File: config.mk
export PLATFORM = sky130hd
export DESIGN_NAME = vx_xbar_credit_sched
export DESIGN_NICKNAME = d
export VERILOG_FILES = /design/src/rtl/vx_xbar_pkg.sv /design/src/rtl/vx_xbar_credit_port.sv /design/src/rtl/vx_xbar_credit_sched.sv
export SDC_FILE = /design/constraint.sdc
export NUM_CORES = 1
export LEC_CHECK = 0
export CORE_MARGIN = 5
export CORE_UTILIZATION = 48
export CTS_BUF_LIST = sky130_fd_sc_hd__clkbuf_16
export CTS_CLUSTER_SIZE = 28
export DETAILED_ROUTE_END_ITERATION = 10
export PLACE_DENSITY = 0.81
export SLEW_MARGIN = 20
export SYNTH_ARGS = -nofsm -noshare
export SYNTH_HDL_FRONTEND = slang
export SYNTH_HIERARCHICAL = 1
export SYNTH_SLANG_ARGS = --single-unit
File: constraint.sdc
create_clock -name clk -period 4.1 [get_ports clk]
set_input_delay 0.82 -clock clk [delete_from_list [all_inputs] [get_ports clk]]
set_output_delay 0.82 -clock clk [all_outputs]
set_load 0.005 [all_outputs]
File: src/rtl/vx_xbar_pkg.sv
// Shared types and the round-robin pick helper for the credit-based crossbar scheduler.
package vx_xbar_pkg;

    localparam int unsigned NUM_INPUTS  = 4;
    localparam int unsigned NUM_OUTPUTS = 4;
    localparam int unsigned DATAW       = 32;
    localparam int unsigned CREDITS     = 4;
    localparam int unsigned IN_WIDTH    = (NUM_INPUTS > 1) ? $clog2(NUM_INPUTS) : 1;
    localparam int unsigned OUT_WIDTH   = (NUM_OUTPUTS > 1) ? $clog2(NUM_OUTPUTS) : 1;
    localparam int unsigned CREDITW     = $clog2(CREDITS + 1);

    typedef logic [IN_WIDTH-1:0]  in_idx_t;
    typedef logic [OUT_WIDTH-1:0] out_idx_t;
    typedef logic [CREDITW-1:0]   credit_t;

    // The pick helper works on a fixed-width request vector so any NI up to MAX_NI can share it.
    localparam int unsigned MAX_NI   = 32;
    localparam int unsigned MAX_IDXW = 5;

    typedef struct packed {
        logic                valid;
        logic [MAX_IDXW-1:0] idx;
    } rr_pick_t;

    // First set bit of req at or after ptr, wrapping at ni.
    function automatic rr_pick_t rr_pick(input logic [MAX_NI-1:0]   req,
                                         input logic [MAX_IDXW-1:0] ptr,
                                         input int unsigned         ni = NUM_INPUTS);
        rr_pick_t    r;
        int unsigned k;
        r = '0;
        for (int unsigned j = 0; j < MAX_NI; j++) begin
            if (!r.valid && (j < ni)) begin
                k = (32'(ptr) + j) % ni;
                if (req[k]) begin
                    r.valid = 1'b1;
                    r.idx   = k[MAX_IDXW-1:0];
                end
            end
        end
        return r;
    endfunction

endpackage

File: src/rtl/vx_xbar_credit_port.sv
// One output of the scheduler: round-robin pointer, downstream credit counter and output register.
module vx_xbar_credit_port
    import vx_xbar_pkg::*;
#(
    parameter int unsigned NI       = 4,
    parameter int unsigned DATAW    = 32,
    parameter int unsigned CREDITS  = 4,
    parameter int unsigned IN_WIDTH = 2,
    parameter int unsigned CREDITW  = 3
) (
    input  logic                 clk,
    input  logic                 reset,
    input  logic [NI-1:0]        i_cand,
    input  logic [NI*DATAW-1:0]  i_data,
    input  logic                 i_ready_out,
    input  logic                 i_credit_ret,
    output logic [NI-1:0]        o_grant,
    output logic                 o_valid,
    output logic [DATAW-1:0]     o_data,
    output logic [IN_WIDTH-1:0]  o_sel,
    output logic [CREDITW-1:0]   o_credits,
    output logic                 o_stall
);

    logic [IN_WIDTH-1:0] r_ptr;
    logic [CREDITW-1:0]  r_credit;
    logic                r_valid;
    logic [DATAW-1:0]    r_data;
    logic [IN_WIDTH-1:0] r_sel;

    rr_pick_t            w_pick;
    logic                w_unused_pick;
    logic                w_free;
    logic                w_grant_en;
    logic [IN_WIDTH-1:0] w_win;

    always_comb begin
        w_pick     = rr_pick(MAX_NI'(i_cand), MAX_IDXW'(r_ptr), NI);
        w_win      = w_pick.idx[IN_WIDTH-1:0];
        w_free     = !r_valid || i_ready_out;
        // A return arriving at zero credit is only usable from the next cycle.
        w_grant_en = w_pick.valid && (r_credit != '0) && w_free;
        o_grant    = '0;
        if (w_grant_en) begin
            o_grant[w_win] = 1'b1;
        end
    end

    assign w_unused_pick = ^w_pick;

    always_ff @(posedge clk) begin
        if (reset) begin
            r_ptr    <= '0;
            r_credit <= CREDITW'(CREDITS);
            r_valid  <= 1'b0;
            r_data   <= '0;
            r_sel    <= '0;
        end else begin
            if (w_grant_en) begin
                r_valid <= 1'b1;
                r_data  <= i_data[w_win*DATAW +: DATAW];
                r_sel   <= w_win;
                r_ptr   <= (w_win == IN_WIDTH'(NI - 1)) ? '0 : w_win + 1'b1;
            end else if (i_ready_out) begin
                r_valid <= 1'b0;
            end

            if (w_grant_en && !i_credit_ret) begin
                r_credit <= r_credit - 1'b1;
            end else if (!w_grant_en && i_credit_ret && (r_credit != CREDITW'(CREDITS))) begin
                r_credit <= r_credit + 1'b1;
            end
        end
    end

    a_credit_overflow: assert property (@(posedge clk) disable iff (reset)
        !(i_credit_ret && !w_grant_en && (r_credit == CREDITW'(CREDITS))));

    assign o_valid   = r_valid;
    assign o_data    = r_data;
    assign o_sel     = r_sel;
    assign o_credits = r_credit;
    assign o_stall   = (|i_cand) && (r_credit == '0);

endmodule

File: src/rtl/vx_xbar_credit_sched.sv
// Credit-based round-robin scheduler in front of the crossbar fabric.
// Optional stall counter port perf_stalls when XBAR_CREDIT_PERF_EN is defined.
module vx_xbar_credit_sched
    import vx_xbar_pkg::*;
#(
    parameter int unsigned NUM_INPUTS  = 4,
    parameter int unsigned NUM_OUTPUTS = 4,
    parameter int unsigned DATAW       = 32,
    parameter int unsigned CREDITS     = 4,
    parameter int unsigned IN_WIDTH    = (NUM_INPUTS > 1) ? $clog2(NUM_INPUTS) : 1,
    parameter int unsigned OUT_WIDTH   = (NUM_OUTPUTS > 1) ? $clog2(NUM_OUTPUTS) : 1,
    parameter int unsigned CREDITW     = $clog2(CREDITS + 1)
) (
    input  logic                            clk,
    input  logic                            reset,
    input  logic [NUM_INPUTS-1:0]           valid_in,
    input  logic [NUM_INPUTS*DATAW-1:0]     data_in,
    input  logic [NUM_INPUTS*OUT_WIDTH-1:0] sel_in,
    output logic [NUM_INPUTS-1:0]           ready_in,
    output logic [NUM_OUTPUTS-1:0]          valid_out,
    output logic [NUM_OUTPUTS*DATAW-1:0]    data_out,
    output logic [NUM_OUTPUTS*IN_WIDTH-1:0] sel_out,
    input  logic [NUM_OUTPUTS-1:0]          ready_out,
    input  logic [NUM_OUTPUTS-1:0]          credit_ret,
    output logic [NUM_OUTPUTS*CREDITW-1:0]  credits_avail
`ifdef XBAR_CREDIT_PERF_EN
    ,
    output logic [31:0]                     perf_stalls
`endif
);

    logic [NUM_INPUTS-1:0]  w_cand  [NUM_OUTPUTS];
    logic [NUM_INPUTS-1:0]  w_grant [NUM_OUTPUTS];
    logic [NUM_OUTPUTS-1:0] w_stall;

    always_comb begin
        for (int o = 0; o < NUM_OUTPUTS; o++) begin
            for (int i = 0; i < NUM_INPUTS; i++) begin
                w_cand[o][i] = valid_in[i] && ((NUM_OUTPUTS == 1) ||
                               (sel_in[i*OUT_WIDTH +: OUT_WIDTH] == OUT_WIDTH'(o)));
            end
        end
    end

    // Each input targets one output, so at most one port can grant it.
    always_comb begin
        ready_in = '0;
        for (int o = 0; o < NUM_OUTPUTS; o++) begin
            ready_in = ready_in | w_grant[o];
        end
    end

    for (genvar g = 0; g < NUM_OUTPUTS; g++) begin : g_port
        vx_xbar_credit_port #(
            .NI       (NUM_INPUTS),
            .DATAW    (DATAW),
            .CREDITS  (CREDITS),
            .IN_WIDTH (IN_WIDTH),
            .CREDITW  (CREDITW)
        ) u_port (
            .clk          (clk),
            .reset        (reset),
            .i_cand       (w_cand[g]),
            .i_data       (data_in),
            .i_ready_out  (ready_out[g]),
            .i_credit_ret (credit_ret[g]),
            .o_grant      (w_grant[g]),
            .o_valid      (valid_out[g]),
            .o_data       (data_out[g*DATAW +: DATAW]),
            .o_sel        (sel_out[g*IN_WIDTH +: IN_WIDTH]),
            .o_credits    (credits_avail[g*CREDITW +: CREDITW]),
            .o_stall      (w_stall[g])
        );
    end

`ifdef XBAR_CREDIT_PERF_EN
    logic [31:0] r_perf_stalls;

    always_ff @(posedge clk) begin
        if (reset) begin
            r_perf_stalls <= '0;
        end else if (|w_stall) begin
            r_perf_stalls <= r_perf_stalls + 32'd1;
        end
    end

    assign perf_stalls = r_perf_stalls;
`else
    logic w_unused_stall;
    assign w_unused_stall = ^w_stall;
`endif

endmodule

# == Word-level counts from Yosys, hierarchy flattened ==
# Index checks and enable logic that the tools add are counted.
# totals
input_bits,150
elab_cells,259
reg_bits,160
# op_classes
muxes,92
shift,4
bitwise,3
eq_ne,20
n_addsub,24
n_lt_le_gt_ge,24
reduce_logical,72
# ops
op,n
$shiftx 128x8->32,4
$mux 6,28
$lt 2x6->1 const B,16
$logic_and 1x1->1,40
$bmux 1 s2,16
$mux 1,28
$eq 2x2->1 const B,12
$mux 3,8
$add 2x1->2 const B,8
$add 2x2->2 const B,8
$mux 4,4
$reduce_bool 2->1,8
$add 3x1->3 const B,4
$logic_not 1->1,12
$lt 2x3->1 const B,4
$ne 3x3->1 const B,4
$or 4x4->4,3
$reduce_bool 3->1,4
$sub 3x1->3 const B,4
$demux 1 s2,4
$eq 2x1->1 const B,4
$ge 2x1->1 const B,4
$logic_not 2->1,4
$mux 2,4
$logic_or 1x1->1,4

# == Logic depth before layout (Yosys ltp) ==
# Gate-level depths: netlist of the first run.
# depth
depth_word,19
depth_mapped,10
mapped_depth_nobuf,8

# == Hierarchy ==
# Netlist of the first run, hierarchy kept.
# by_module_without_submodules
mod,instances,area_per_inst_um2,cells_per_inst
vx_xbar_credit_port at g_port[0].u_port ...,3,2438.6,256
vx_xbar_credit_port at g_port[3].u_port,1,2773.9,278
vx_xbar_credit_sched,1,155.1,20

# == Worst setup path before layout of the first run ==
# OpenSTA, ideal clock, no wires.
# synth_path
kind,input to output
startpoint,in sel_in[3]
endpoint,out ready_in[0]
path_slack_ns,0.407
path_stages,9
required_time_ns,3.280
t_arrival_ns,2.873
path_buffers,2
cell_sequence,nor3b_1 a21boi_1 o22ai_2 or2_0 buf_4 buf_6 ha_1 and2_1 or4_1
# synth_lines
element,line,source
"start, declared",vx_xbar_credit_sched.sv:18,"input logic [NUM_INPUTS*OUT_WIDTH-1:0] sel_in,"
"end, declared",vx_xbar_credit_sched.sv:19,"output logic [NUM_INPUTS-1:0] ready_in,"

==> summary.md, run 1 <==
| Metric | Value |
|---|---|
| Worst Skew | 0.0195 ns |
| Average size of a mapped cell | 9.62 um2 |
| Final core occ | 0.691 |
| HP Start | g_port[2].u_port/o_sel[1] |
| Final cell area excluding filler cells | between 0.01 and 0.015 mm2 |
| Max-slew violations | 0 |
| Core region area | 0.0210 mm2 |
| Maximum fanout along the worst path | 6 |
| Latest clock arrival within the worst-skew pair | 0.44 ns |
| Fraction of power consumed by combinational cells | 0.358 |
| Initial cell density of the core | 0.486 |
| Synth Cell Area | 0.0102 mm2 |
| Pin count of the biggest net entering global routing | 60 |
| Run status | finished, final reports clean |
| Proportion of layout cells with a drive suffix above 1 | 0.166 |
| Crit end category | output pin |
| Placement-stage cell area | 0.0137 mm2 |
| Sum of overflow across all layers after global routing | 0 |
| Count of warnings emitted by yosys | 6 |
| Total of max-cap violations | 0 |
| Die span in x | 156 um |
| Worst setup path startpoint | sel_in[6] |
| Areal power density over the cells | roughly 380 mW/mm2 |
| Arr. time, crit path | about 3.2 ns |
| Per-cell routed wire length | 24.8 um |
| Max H-tree Level | 4 |
| CTS tree | built |
| TritonCTS Sinks | 160 |
| Detailed Route Iter0 Violations | 885 |
| Final hold violation count | 0 |
| DIE AREA | 0.0243 mm2 |
| Cells after Synth | approximately 1,100 |
| Final period util | 0.986 |
| Total Wirelength | between 40,000 and 50,000 um |
| Met2 wirelength from detailed routing | between 15,000 and 20,000 um |
| Unrepaired setup endpoints after global routing | false |
| Setup total negative slack | 0 ns |
| Power spent charging and discharging nets | 1.87 mW |
| Ratio of routed vias to standard cells | about 6.4 |
| Detailed placer's ending HPWL | 28,500 um |
| Max Clk Rate | 247 MHz |
| Wire length of the first global-routing pass | 61,700 um |
| CTS clock-pin slew for the worst setup and hold paths | 0.07 ns |
| Number of buffers inserted by hold repair at cts | 0 |
| Top routing layer in use | met5 |
| Number of remaining DRC errors | 0 |
| Switching share of total power | 0.336 |
| Cell count after placement | 1,623 |
| Worst r2r src | g_port[1].u_port/r_ptr[1] |
| Internal cell power | approximately 3.7 mW |
| Proportion of power drawn by flip-flops and latches | 0.349 |
| Number of buffers added by the clock tree synthesis step | 17 |
| Count of port buffers added during placement | about 310 |
| Highest ir drop seen on vdd | 0.286 mV |
| Gp weighted congestion | 0.962 |
| Clock tree buffer depth | 2 |
| Required time at the worst-slack endpoint | 3.28 ns |
| Type of the tightest min-delay check | register to register |
| Worst setup SP type | input port |
| Floorplan row count | 53 |
| Met3 wire length | 4560 um |
| Relative contribution of the clock network to total power | 0.294 |
| Fin crit period | 4.04 ns |
| Routed metal-1 wirelength | 16,100 um |
| Routed vias | roughly 11,000 |
| Length of the first detailed-routing pass in iterations | 5 |
| Finished Layout Cells | 1,670 |
| Layout overhead on the synthesized area | 42.2% |
| Root buffer cell | clkbuf_16 |
| Number of antenna-violating nets in the routed design | 0 |
| Number of setup violations in the final report | 0 |
| Boundary pin count | 306 |
| Global-route usage over all layers | 0.322 |
| Layout Nets | between 1,500 and 2,000 |
| Via count of the first global-routing pass | between 10,000 and 15,000 |
| Relative slew slack | 0.286 |
| Number of nets produced by synthesis | 1,232 |
| Antenna violations before repair | 2 |
| Type of the setup path with the least slack | input port to output pin |
| Leakage | 5.42 nW |
| Floorplan die height | around 160 um |
| Tightest Pin Transition | 1.07 ns |
==> placed cells by master (no fill, tap or decap), drive strengths merged, types with 9 or more instances in the layout <==
cell type and instances:
o22ai 25, buf 89, nor3 24, o221ai 86, dfxtp 160, a211oi 37, clkinv 9, mux2i 208
mux2 19, nor3b 29, and3 11, o21ai 19, inv 27, nor2 9, a21oi 38, nand2 37
nand2b 9, a2111oi 18, nand3 101, clkbuf 17, clkdlybuf4s50 291, ha 16, and2 35
==> final cells by class <==
class	count	area (um2)
multi-input cells	789	6560
fillers	1618	6490
repair buffers	389	3750
flip-flops and latches	160	3200
clock buffers	17	425
well taps	275	344
clock inverters	15	159
inverters	24	93.8
diodes	1	2.50
==> layer usage <==
metal | vias to the layer above | global-route usage
met4 | 4 | 0.126
met2 | 650 | 0.530
met1 | 5160 | 0.393
met5 | - | 0
li1 | 4740 | -
met3 | 111 | 0.101
==> state kept, by name, indices dropped and copies added (netlist names) <==
| name | flops |
|---|---|
| g_port.u_port/o_data | 128 |
| g_port.u_port/o_credits | 12 |
| g_port.u_port/o_sel | 8 |
| g_port.u_port/r_ptr | 8 |
| g_port.u_port/o_valid | 4 |
==> critical path, cell delays in order <==
cell and delay, ns:
clkdlybuf4s50_1 0.51, and3b_1 0.26, or4_4 0.53, and3_1 0.23, and2_1 0.18, or4_1 0.53
buf_2 0.15
==> per-stage QoR <==
step | power, mW | worst slack (ns) | hold slack, ns
floorplan | 2.89 | 0.407 | 0.448
global placement | 3.83 | -0.348 | 0.442
detailed placement | 3.86 | -0.428 | 0.450
CTS | 5.50 | 0.0195 | 0.458
global route | 5.78 | 0.000612 | 0.482
finish | 5.56 | 0.0556 | 0.457
==> power groups by stage <==
stage	Combinational (mW)	Clock [mW]	Sequential, mW
2_1_floorplan	0.941	0	1.95
3_3_place_gp	1.87	0	1.95
3_5_place_dp	1.90	0	1.96
4_1_cts	1.93	1.64	1.93
5_1_grt	2.11	1.72	1.96
6_report	1.99	1.63	1.94
==> final timing paths <==
| path | to | slack, ns | cells past startpoint |
|---|---|---|---|
| max | ready_in[2] | 0.06 | 7 |
| min | g_port[2].u_port/o_sel[1] | 0.46 | 2 |
| min reg2reg | g_port[2].u_port/o_sel[1] | 0.46 | 2 |
| max reg2reg | g_port[1].u_port/o_data[1] | 0.73 | 19 |
==> timing repair <==
item,in CTS,in global routing
pin swaps,6,5
endpoints found under the hold margin,0,0
resized for setup,43,19
setup endpoints to repair,4,36
setup buffers,12,1
(Power assumes the default switching activity.)
==> run 2, diff against run 1 <==
RECOVER_POWER = 25   (was unset)
SKIP_LAST_GASP = 1   (was unset)
==> run 2 against run 1 <==
Compared with the run above:
- wire length barely moved
- register-to-register slack is essentially flat
- via count rose by 0.62%
- critical path depth did not move
- clock skew increased by 0.0014 ns
- sequential share of layout area about the same
- total power fell by 0.59%
- critical endpoint unchanged
==> summary.md, run 2 (synthesis results as in run 1) <==
| Metric | Value |
|---|---|
| Root buffer cell | clkbuf_16 |
| Type of the setup path with the least slack | input port to output pin |
| CTS clock-pin slew for the worst setup and hold paths | 0.07 ns (about the same) |
| Layout Nets | 1,552 (+0.064%) |
| Fill cells | 1,612 (-0.37%) |
| Number of antenna-violating nets in the routed design | 0 (unchanged) |
| Register Area | 0.00320 mm2 (unchanged) |
| Initial cell density of the core | 0.486 (unchanged) |
| Required time at the worst-slack endpoint | 3.28 ns (about the same) |
| Final period util | 0.984 (-0.00212) |
| TritonCTS Sinks | 160 (unchanged) |
| Max FFs per register | 128 (unchanged) |
| Detailed placer's ending HPWL | 28,500 um (unchanged) |
| Floorplan row count | 53 (unchanged) |
| CTS tree | built |
| Placement-stage cell area | 0.0137 mm2 (unchanged) |
| Count of port buffers added during placement | 305 (unchanged) |
| Length of the first detailed-routing pass in iterations | 5 (unchanged) |
| Latest clock arrival within the worst-skew pair | 0.44 ns (about the same) |
| Global-route usage over all layers | 0.322 (unchanged) |
| Layout overhead on the synthesized area | 42.5% |
| Boundary pin count | 306 (unchanged) |
| Ratio of routed vias to standard cells | 6.42 (+0.56%) |
| Number of setup violations in the final report | 0 (unchanged) |
| Proportion of layout cells with a drive suffix above 1 | 0.168 (+0.00203) |
| Areal power density over the cells | 379 mW/mm2 (-0.76%) |
| Max-slew violations | 0 (unchanged) |
| Max H-tree Level | 4 (unchanged) |
| DIE AREA | 0.0243 mm2 (unchanged) |
| Arr. time, crit path | 3.22 ns (about the same) |
| Per-cell routed wire length | 24.8 um (-0.15%) |
| Routed vias | 10,731 (+0.62%) |
| Relative slew slack | 0.289 (+0.00321) |
| Worst Skew | 0.0209 ns (+0.00142 ns) |
| Maximum fanout along the worst path | 6 (unchanged) |
| Leakage | 5.63 nW (+3.9%) |
| Slack of the worst reg-to-reg path | 0.74 ns (about the same) |
| Core region area | 0.0210 mm2 (unchanged) |
| Number of remaining DRC errors | 0 (unchanged) |
| Fin crit period | 4.04 ns (-0.00868 ns) |
| Wire length of the first global-routing pass | 61,700 um (unchanged) |
| Floorplan die height | 156 um (unchanged) |
| Detailed Route Iter0 Violations | 776 (-12%) |
| Gp weighted congestion | 0.962 (unchanged) |
| Crit end category | output pin |
| Leading cell types in the layout, fill and taps excluded | clkdlybuf4s50_1 (217), mux2i_1 (202), dfxtp_1 (160), nand3_1 (92), o221ai_1 (85) |
| Sum of overflow across all layers after global routing | 0 (unchanged) |
| Final core occ | 0.693 (+0.00119) |
| Area taken by multi-input logic gates | 0.00658 mm2 (+0.27%) |
| Pin count of the biggest net entering global routing | 60 (unchanged) |
| Via count of the first global-routing pass | 10,747 (unchanged) |
| Total of max-cap violations | 0 (unchanged) |
| Worst setup SP type | input port |
| Max Clk Rate | 248 MHz (+0.22%) |
| Unrepaired setup endpoints after global routing | false |
| Total Wirelength | 41,400 um (about the same) |
| Number of buffers inserted by hold repair at cts | 0 (unchanged) |
| Die span in x | 156 um (unchanged) |
| Antenna violations before repair | 2 (unchanged) |
| Run status | finished, final reports clean |
| Type of the tightest min-delay check | register to register |
| Final hold violation count | 0 (unchanged) |
| Number of buffers added by the clock tree synthesis step | 17 (unchanged) |
| Most common library cell in the layout ignoring fill and taps | clkdlybuf4s50_1 |
| Final hold slack | 0.454 ns (-0.00299 ns) |
| Final cell area excluding filler cells | 0.0146 mm2 (+0.17%) |
| Clock tree buffer depth | 2 (unchanged) |
| Tightest Pin Transition | 1.07 ns (-0.00482 ns) |
| Setup total negative slack | 0 ns (unchanged) |
| Highest ir drop seen on vdd | 0.284 mV (-0.56%) |
-- run 2: cell count changes in the layout (fill, tap and decap cells not counted) --
cell and change:
mux2i_1 -2, nor3b_4 +1, clkdlybuf4s50_1 -74, dlymetal6s2s_1 +1, dlygate4sd2_1 -1, a21boi_2 +1
nor3b_2 -1, dlygate4sd3_1 +74, clkbuf_1 +1, a21boi_1 -1, mux2i_2 +2
-- run 2: what timing repair did --
action	in CTS	in global routing
pin swaps	6	5
setup endpoints to repair	4	36
hold endpoints to repair	0	0
resized for setup	42	24
buffers inserted	12	2
-- run 2: worst paths after layout --
path / from / to / cells past startpoint
worst min-delay path: g_port[2].u_port/o_sel[1] / g_port[2].u_port/o_sel[1] / 2
worst max-delay path: sel_in[6] / ready_in[2] / 7
worst min register to register: g_port[2].u_port/o_sel[1] / g_port[2].u_port/o_sel[1] / 2
worst max register to register: g_port[1].u_port/r_ptr[1] / g_port[1].u_port/o_data[1] / 19
-- run 2: worst max-delay path, cell delays in order --
cell and delay [ns]:
clkdlybuf4s50_1 0.51, and3b_1 0.26, or4_4 0.53, and3_1 0.23, and2_1 0.18, or4_1 0.53
buf_2 0.15
-- run 2: stage by stage --
| stage | setup slack (ns) | std cells | total power, mW |
|---|---|---|---|
| 3_5_place_dp | -0.428 | 1623 | 3.86 |
| 2_1_floorplan | 0.407 | 1062 | 2.89 |
| 5_1_grt | 0.000612 | 1670 | 5.75 |
| 6_report | 0.0642 | 1671 | 5.52 |
| 4_1_cts | -0.0210 | 1667 | 5.50 |
| 3_3_place_gp | -0.348 | 1623 | 3.83 |
-- run 2: layout make-up --
class | count | share of cell area
diodes | 1 | 0.000172
clock inverters | 15 | 0.0109
well taps | 275 | 0.0236
flip-flops and latches | 160 | 0.220
inverters | 24 | 0.00644
multi-input cells | 789 | 0.452
clock buffers | 17 | 0.0292
repair buffers | 390 | 0.258
-- run 2: power breakdown --
part / switching (mW) / total (mW) / internal (mW)
combinational: 0.980 / 1.95 / 0.975
sequential: 0.159 / 1.93 / 1.77
clock: 0.728 / 1.64 / 0.908
-- run 2: metal layers --
layer	GRT usage	wire, um	vias up
met5	0	23	-
met4	0.126	1270	4
met3	0.101	4530	107
met2	0.530	19700	655
met1	0.393	15900	5221
li1	-	-	4744
